File: src/rtl/ps2_rx_fifo.sv
// PS/2 device-to-host receiver: pin sync + clock glitch filter, 11-bit frame FSM with bit timeout, show-ahead RX FIFO.
// Latency: pin edge to internal fall strobe SYNC_STAGES+FILTER_LEN+1 cycles; stop-bit fall to FIFO write 1 cycle.
// Backpressure: none toward the PS/2 device; a good frame arriving while full (without a pop) is dropped and flags overflow.
//
// Ports: clk/reset (sync, active-high); ps2_clk/ps2_data raw async pins; rd_en pops the head;
// int_clear clears interrupt/overflow; VPWR/VGND rails only; rd_data/empty/full/count FIFO status;
// parity_err/frame_err one-cycle error strobes; overflow/interrupt sticky flags.
module ps2_rx_fifo #(
    parameter int CLK_HZ      = 25_000_000,
    parameter int BIT_TIMEOUT = CLK_HZ / 5000,
    parameter int SYNC_STAGES = 2,
    parameter int FILTER_LEN  = 4,
    parameter int FIFO_DEPTH  = 8
) (
    input  logic                          clk,
    input  logic                          reset,
    input  logic                          ps2_clk,
    input  logic                          ps2_data,
    input  logic                          rd_en,
    input  logic                          int_clear,
    inout  wire                           VPWR,
    inout  wire                           VGND,
    output logic [7:0]                    rd_data,
    output logic                          empty,
    output logic                          full,
    output logic [$clog2(FIFO_DEPTH):0]   count,
    output logic                          parity_err,
    output logic                          frame_err,
    output logic                          overflow,
    output logic                          interrupt
);

    localparam int AW = $clog2(FIFO_DEPTH);
    localparam int CW = AW + 1;
    localparam int FW = $clog2(FILTER_LEN + 1);
    localparam int TW = $clog2(BIT_TIMEOUT + 1);
    localparam logic [CW-1:0] DEPTH_C   = CW'(FIFO_DEPTH);
    localparam logic [FW-1:0] FILT_LAST = FW'(FILTER_LEN - 1);
    localparam logic [TW-1:0] TMAX      = TW'(BIT_TIMEOUT);

    // Power rails carry no logic; fold them into a deliberately unused net.
    wire unused_rails = VPWR ^ VGND;

    // ---------------- pin synchronisers ----------------
    logic [SYNC_STAGES-1:0] clk_sync;
    logic [SYNC_STAGES-1:0] dat_sync;
    logic                   clk_s;
    logic                   data_s;

    assign clk_s  = clk_sync[SYNC_STAGES-1];
    assign data_s = dat_sync[SYNC_STAGES-1];

    always_ff @(posedge clk) begin
        if (reset) begin
            clk_sync <= '1;
            dat_sync <= '1;
        end else begin
            clk_sync <= {clk_sync[SYNC_STAGES-2:0], ps2_clk};
            dat_sync <= {dat_sync[SYNC_STAGES-2:0], ps2_data};
        end
    end

    // ---------------- glitch filter and fall detect ----------------
    logic          fclk;
    logic          fclk_d;
    logic          fall;
    logic [FW-1:0] filt_cnt;

    always_ff @(posedge clk) begin
        if (reset) begin
            fclk     <= 1'b1;
            fclk_d   <= 1'b1;
            fall     <= 1'b0;
            filt_cnt <= '0;
        end else begin
            fclk_d <= fclk;
            fall   <= fclk_d & ~fclk;
            // Count consecutive samples that disagree with fclk; any agreeing sample restarts the count.
            if (clk_s == fclk) begin
                filt_cnt <= '0;
            end else if (filt_cnt == FILT_LAST) begin
                fclk     <= clk_s;
                filt_cnt <= '0;
            end else begin
                filt_cnt <= filt_cnt + 1'b1;
            end
        end
    end

    // ---------------- frame FSM ----------------
    typedef enum logic [1:0] {S_IDLE, S_DATA, S_PARITY, S_STOP} state_t;

    state_t        state;
    logic [7:0]    shreg;
    logic [2:0]    bit_cnt;
    logic          par_bit;
    logic [TW-1:0] timer;
    logic          timeout;
    logic          par_ok;
    logic          push;

    // A fall in the same cycle as the timer expiring still counts as a valid bit.
    assign timeout = (state != S_IDLE) && !fall && (timer == TMAX);
    assign par_ok  = ^{shreg, par_bit};
    assign push    = fall && (state == S_STOP) && data_s && par_ok;

    always_ff @(posedge clk) begin
        if (reset) begin
            state      <= S_IDLE;
            shreg      <= '0;
            bit_cnt    <= '0;
            par_bit    <= 1'b0;
            timer      <= '0;
            parity_err <= 1'b0;
            frame_err  <= 1'b0;
        end else begin
            parity_err <= 1'b0;
            frame_err  <= 1'b0;

            if (state == S_IDLE || fall) begin
                timer <= '0;
            end else if (timer != TMAX) begin
                timer <= timer + 1'b1;
            end

            if (timeout) begin
                state     <= S_IDLE;
                shreg     <= '0;
                frame_err <= 1'b1;
            end else if (fall) begin
                case (state)
                    S_IDLE: begin
                        if (!data_s) begin
                            shreg   <= '0;
                            bit_cnt <= '0;
                            state   <= S_DATA;
                        end else begin
                            frame_err <= 1'b1;
                        end
                    end
                    S_DATA: begin
                        shreg   <= {data_s, shreg[7:1]};
                        bit_cnt <= bit_cnt + 1'b1;
                        if (bit_cnt == 3'd7) begin
                            state <= S_PARITY;
                        end
                    end
                    S_PARITY: begin
                        par_bit <= data_s;
                        state   <= S_STOP;
                    end
                    default: begin
                        // Stop-bit error takes precedence over a parity error.
                        if (!data_s) begin
                            frame_err <= 1'b1;
                        end else if (!par_ok) begin
                            parity_err <= 1'b1;
                        end
                        state <= S_IDLE;
                    end
                endcase
            end
        end
    end

    // ---------------- receive FIFO ----------------
    logic [7:0]    mem [FIFO_DEPTH];
    logic [AW-1:0] wr_ptr;
    logic [AW-1:0] rd_ptr;
    logic [AW-1:0] prev_ptr;
    logic          do_pop;
    logic          do_push;
    logic          ovf_evt;

    assign empty    = (count == '0);
    assign full     = (count == DEPTH_C);
    assign do_pop   = rd_en && !empty;
    assign do_push  = push && (!full || do_pop);
    assign ovf_evt  = push && full && !do_pop;
    assign prev_ptr = rd_ptr - 1'b1;
    // While empty, show the most recently popped byte so rd_data holds its last value.
    assign rd_data  = empty ? mem[prev_ptr] : mem[rd_ptr];

    always_ff @(posedge clk) begin
        if (reset) begin
            for (int i = 0; i < FIFO_DEPTH; i++) begin
                mem[i] <= '0;
            end
            wr_ptr    <= '0;
            rd_ptr    <= '0;
            count     <= '0;
            interrupt <= 1'b0;
            overflow  <= 1'b0;
        end else begin
            if (do_push) begin
                mem[wr_ptr] <= shreg;
                wr_ptr      <= wr_ptr + 1'b1;
            end
            if (do_pop) begin
                rd_ptr <= rd_ptr + 1'b1;
            end
            case ({do_push, do_pop})
                2'b10:   count <= count + 1'b1;
                2'b01:   count <= count - 1'b1;
                default: count <= count;
            endcase

            if (do_push) begin
                interrupt <= 1'b1;
            end else if (int_clear) begin
                interrupt <= 1'b0;
            end

            if (ovf_evt) begin
                overflow <= 1'b1;
            end else if (int_clear) begin
                overflow <= 1'b0;
            end
        end
    end

endmodule

File: config.mk
export PLATFORM = sky130hd
export DESIGN_NAME = ps2_rx_fifo
export DESIGN_NICKNAME = d
export VERILOG_FILES = /design/src/rtl/ps2_rx_fifo.sv
export SDC_FILE = /design/constraint.sdc
export NUM_CORES = 1
export LEC_CHECK = 0
export CORE_MARGIN = 2
export CORE_UTILIZATION = 35
export DETAILED_ROUTE_END_ITERATION = 6
export MAX_ROUTING_LAYER = met4
export PLACE_DENSITY = 0.54
export SETUP_SLACK_MARGIN = 0.05
export SYNTH_ARGS = -nofsm -noshare
export SYNTH_HDL_FRONTEND = slang
export SYNTH_SLANG_ARGS = --single-unit
File: constraint.sdc
create_clock -name clk -period 2.8 [get_ports clk]
set_input_delay 0.56 -clock clk [delete_from_list [all_inputs] [get_ports clk]]
set_output_delay 0.56 -clock clk [all_outputs]
set_load 0.03 [all_outputs]
==> results.txt <==
* Met3 usage in global routing: 3.64%
- Run status: finished, final reports clean
- Global routing consumed, over all layers together, 16.8% of the routing resources.
- Buffer levels on the longest clock path: 2
- Unrepaired setup endpoints after global routing: yes
- After clock tree synthesis, the clock-pin slew on the worst setup and hold paths is 0.05 ns.
- Clock root buffer: clkbuf_16
- Number of instances in the synthesized netlist: 500
- For this design the top-level I/O count stands at 26.
- VDD IR max: 0.000621 V
- First DRT Iteration DRCs: approximately 180
- The average instance in the mapped netlist occupies 11.6 sq um.
* Length in cells of the worst reg-to-reg path: 9
- Number of endpoints with negative hold slack in the final report: 0
- In this run the worst setup path terminates at rd_data[6].
- Number of violations of the max-capacitance limit: 0
- The die is 133 microns wide.
- Cell with the most instances after synthesis: nor2_1
- Antenna-violating nets left: 0
- Remaining DRCs: 0
* Antenna diodes: 0
- For this run, the register share of the synthesized area comes to 51.8%.
- Destination of the worst register-to-register timing path: count[3]$_SDFFE_PP0P_
* Post-synth design cell area: 5790 sq um
* Largest net degree at the start of global routing: 26
- Total number of placement rows: 47
- Synth top area cells: edfxtp_1, dfxtp_1, mux4_2
- Hold Crit Class: reg2reg
- Half-perimeter wire length of the detailed placement result: 8.69 mm
* WP data required: 2.24 ns
- Before antenna repair, the detailed router went through 5 iterations.
- Initial core utilization: 35.3%
- After layout, the worst path uses 95.3% of the clock period.
- After detailed routing, the average wire length per cell comes to 17.3 microns.
- GRT overflow: 0
* Top fanout value on the critical path: 8
- Dividing the detail-routed via count by the number of cells gives 5.00.
- Area Overhead vs Synth: 25.7%
- STA classifies the critical path endpoint as an output pin.
- The most used flip-flop cell after synthesis is edfxtp_1.
- Warnings, synthesis: 0
- Number of enable flip-flop cells after synthesis: 64
- Headroom to the max-slew limit came out at about a third.
- H-tree lvl count: 4
- The clock arrives with 0.00645 ns of skew.
* GP Congestion: 0.780
- Of all flip-flops after synthesis, the portion carrying an async set or reset was 0%.
- Before CTS, the worst setup slack after placement is -0.144 ns.
* Total nets after synthesis: roughly 530
- Layer with the highest usage: met2
* Die Y-Extent: 133 microns
* Global-route wire length before repair: around 22 mm
- Derived from the worst setup path, the maximum achievable clock frequency is between 0.3 and 0.4 GHz.
* Vias in the first global route: 4047
* Proportion of layout cells with a drive suffix above 1: a little over a quarter
* Power per unit of standard cell area: 942 nW/um^2
* Number of buffers added by the clock tree synthesis step: 17
- Summed over all cells, the static leakage comes to 2.50 nW.
- Setup violations remaining at the end of the flow were counted as 0.
* Transition time of the tightest slew-check pin: 0.976 ns
- Tmin final: 2.67 ns
* Post-synthesis register bit count: 118
- The region available for standard cell placement spans roughly 16000 sq um.
- For met2 alone, demand over resource in global routing was 27.4%.
- Of all cell types, the one taking the most synthesized area is edfxtp_1.
- The worst setup path is launched from a flop.
* Area share of the largest cell type after synthesis: 33.2%
- 2 endpoints have no timing constraint.
* Via count of the routed design: 3970
- The tree built by TritonCTS fans out to between 100 and 150 sinks.
* Antenna violations before repair: 0
* Synth cell count leaders: nor2_1, edfxtp_1, dfxtp_1
- The final layout contains slightly below 600 nets.
- Across all setup checks in the final design, the least slack found is 0.131 ns.
* Total routed wirelength: about 14 mm
- Startpoint of the most critical register-to-register path: shreg[2]$_SDFFE_PP0P_
* Kind of critical path: reg2out
- The setup check on the worst reg-to-reg path leaves a slack of 0.15 ns.
* Insertion delay of the later-clocked pin in the worst-skew pair: 0.41 ns
* Total Die Area: 17600 sq um
- Worst endpoint data arrival time: 2.11 ns
- The filler cells instantiated in the layout total 1528.
* Synth unique cells: 48
- The final-report max-slew violation count is 0.
- For the final routed database, the setup TNS stands at 0 ns.
- Buffers inserted to repair hold after CTS numbered 0.
- Input and output buffers added on the ports amount to 23.
* Clock tree from TritonCTS: built
- Global routing used 20.3% of the available met1 tracks.
worst min path at each step:
stage / start / end / slack [ns] / depth (start not counted)
CTS: dat_sync[0]$_SDFF_PP1_ / dat_sync[1]$_SDFF_PP1_ / 0.41 / 1
global placement: dat_sync[0]$_SDFF_PP1_ / dat_sync[1]$_SDFF_PP1_ / 0.39 / 1
global route: dat_sync[0]$_SDFF_PP1_ / dat_sync[1]$_SDFF_PP1_ / 0.42 / 1
finish: dat_sync[0]$_SDFF_PP1_ / dat_sync[1]$_SDFF_PP1_ / 0.41 / 1
detailed placement: dat_sync[0]$_SDFF_PP1_ / dat_sync[1]$_SDFF_PP1_ / 0.40 / 1
floorplan: clk_sync[0]$_SDFF_PP1_ / clk_sync[1]$_SDFF_PP1_ / 0.39 / 1
metal layers:
layer | share of wire (%) | up-vias
li1 | - | 1905
met3 | 6.1 | 24
met5 | 0 | -
met4 | 1.8 | 0
met1 | 43 | 1932
met2 | 49 | 109
sequential cells by signal, summed over array words and instances, names as in the netlist, named ones only:
register	cells
rd_ptr	3
wr_ptr	3
fclk_d	1
dat_sync	2
interrupt	1
overflow	1
parity_err	1
filt_cnt	3
frame_err	1
bit_cnt	3
fclk	1
shreg	8
par_bit	1
count	4
clk_sync	2
fall	1
state	2
timer	13
mem	64
final cells by class:
cell class	instances	area, sq um	area share, %
clock buffers	21	450	6.19
clock inverters	11	133	1.82
inverters	16	60.1	0.825
multi-input cells	343	2730	37.5
flip-flops and latches	118	3010	41.4
well taps	220	275	3.78
repair buffers	65	618	8.49
metrics by stage:
stage / cells / cell area, sq um / util [%] / power [mW] / hold WS (ns)
finish: 794 / 7280 / 44.4 / 6.86 / 0.408
global route: 794 / 7280 / 44.4 / 7.16 / 0.418
CTS: 790 / 7200 / 43.9 / 6.86 / 0.410
detailed placement: 750 / 6490 / 39.6 / 4.62 / 0.397
global placement: 750 / 6490 / 39.6 / 4.59 / 0.392
floorplan: 500 / 5840 / - / 3.71 / 0.389
layout by cell type, fill, tap and decap left out, types with 3 or more instances in the layout:
cell type,n
and3_1,4
dfxtp_1,49
ha_1,15
or3_1,5
edfxtp_1,64
nor3_1,4
or2_2,5
bufinv_16,3
inv_1,16
a21oi_2,10
mux4_2,32
xor2_1,10
dfxtp_2,3
a21oi_1,11
buf_2,7
nand2_1,36
buf_12,5
nand3_1,7
nand2b_1,3
clkinv_2,4
a211oi_2,8
nor3b_1,3
o21ai_0,3
clkbuf_1,3
nor2_1,111
xnor2_1,8
a22oi_1,8
o21bai_1,8
clkdlybuf4s50_1,14
nor2b_1,12
buf_4,34
clkbuf_16,19
mux2i_1,13
cell families after synthesis:
kind of cell	Yosys count	share of synthesized area [%]
muxes	48	15.3
adders and majority gates	17	3.80
and+or+nand+nor	203	16.1
DFF	118	51.8
buffers and inverters	39	3.11
xor gates and xnor gates	23	4.10
AOI/OAI and AO/OA	52	5.81
what timing repair did:
action | in CTS | in global routing
buffers inserted | 8 | 2
gates resized for setup | 35 | 28
pin swaps | 0 | 3
endpoints found under the setup margin | 8 | 17
cloned | 0 | 2
power breakdown:
part           switching [mW]  internal, mW  total, mW
clock                   0.738          1.41       2.14
combinational            1.47          1.24       2.71
sequential             0.0845          1.92       2.00
total                    2.29          4.57       6.86
worst max-delay path, cell delays in order (launching register included):
cell and delay (ns):
dfxtp_4 0.37, buf_12 0.14, mux4_2 0.49, nor2b_1 0.15, a211oi_2 0.22, a21oi_2 0.05, clkdlybuf4s15_2 0.28
Note: power is estimated with default switching activity, not from simulation.
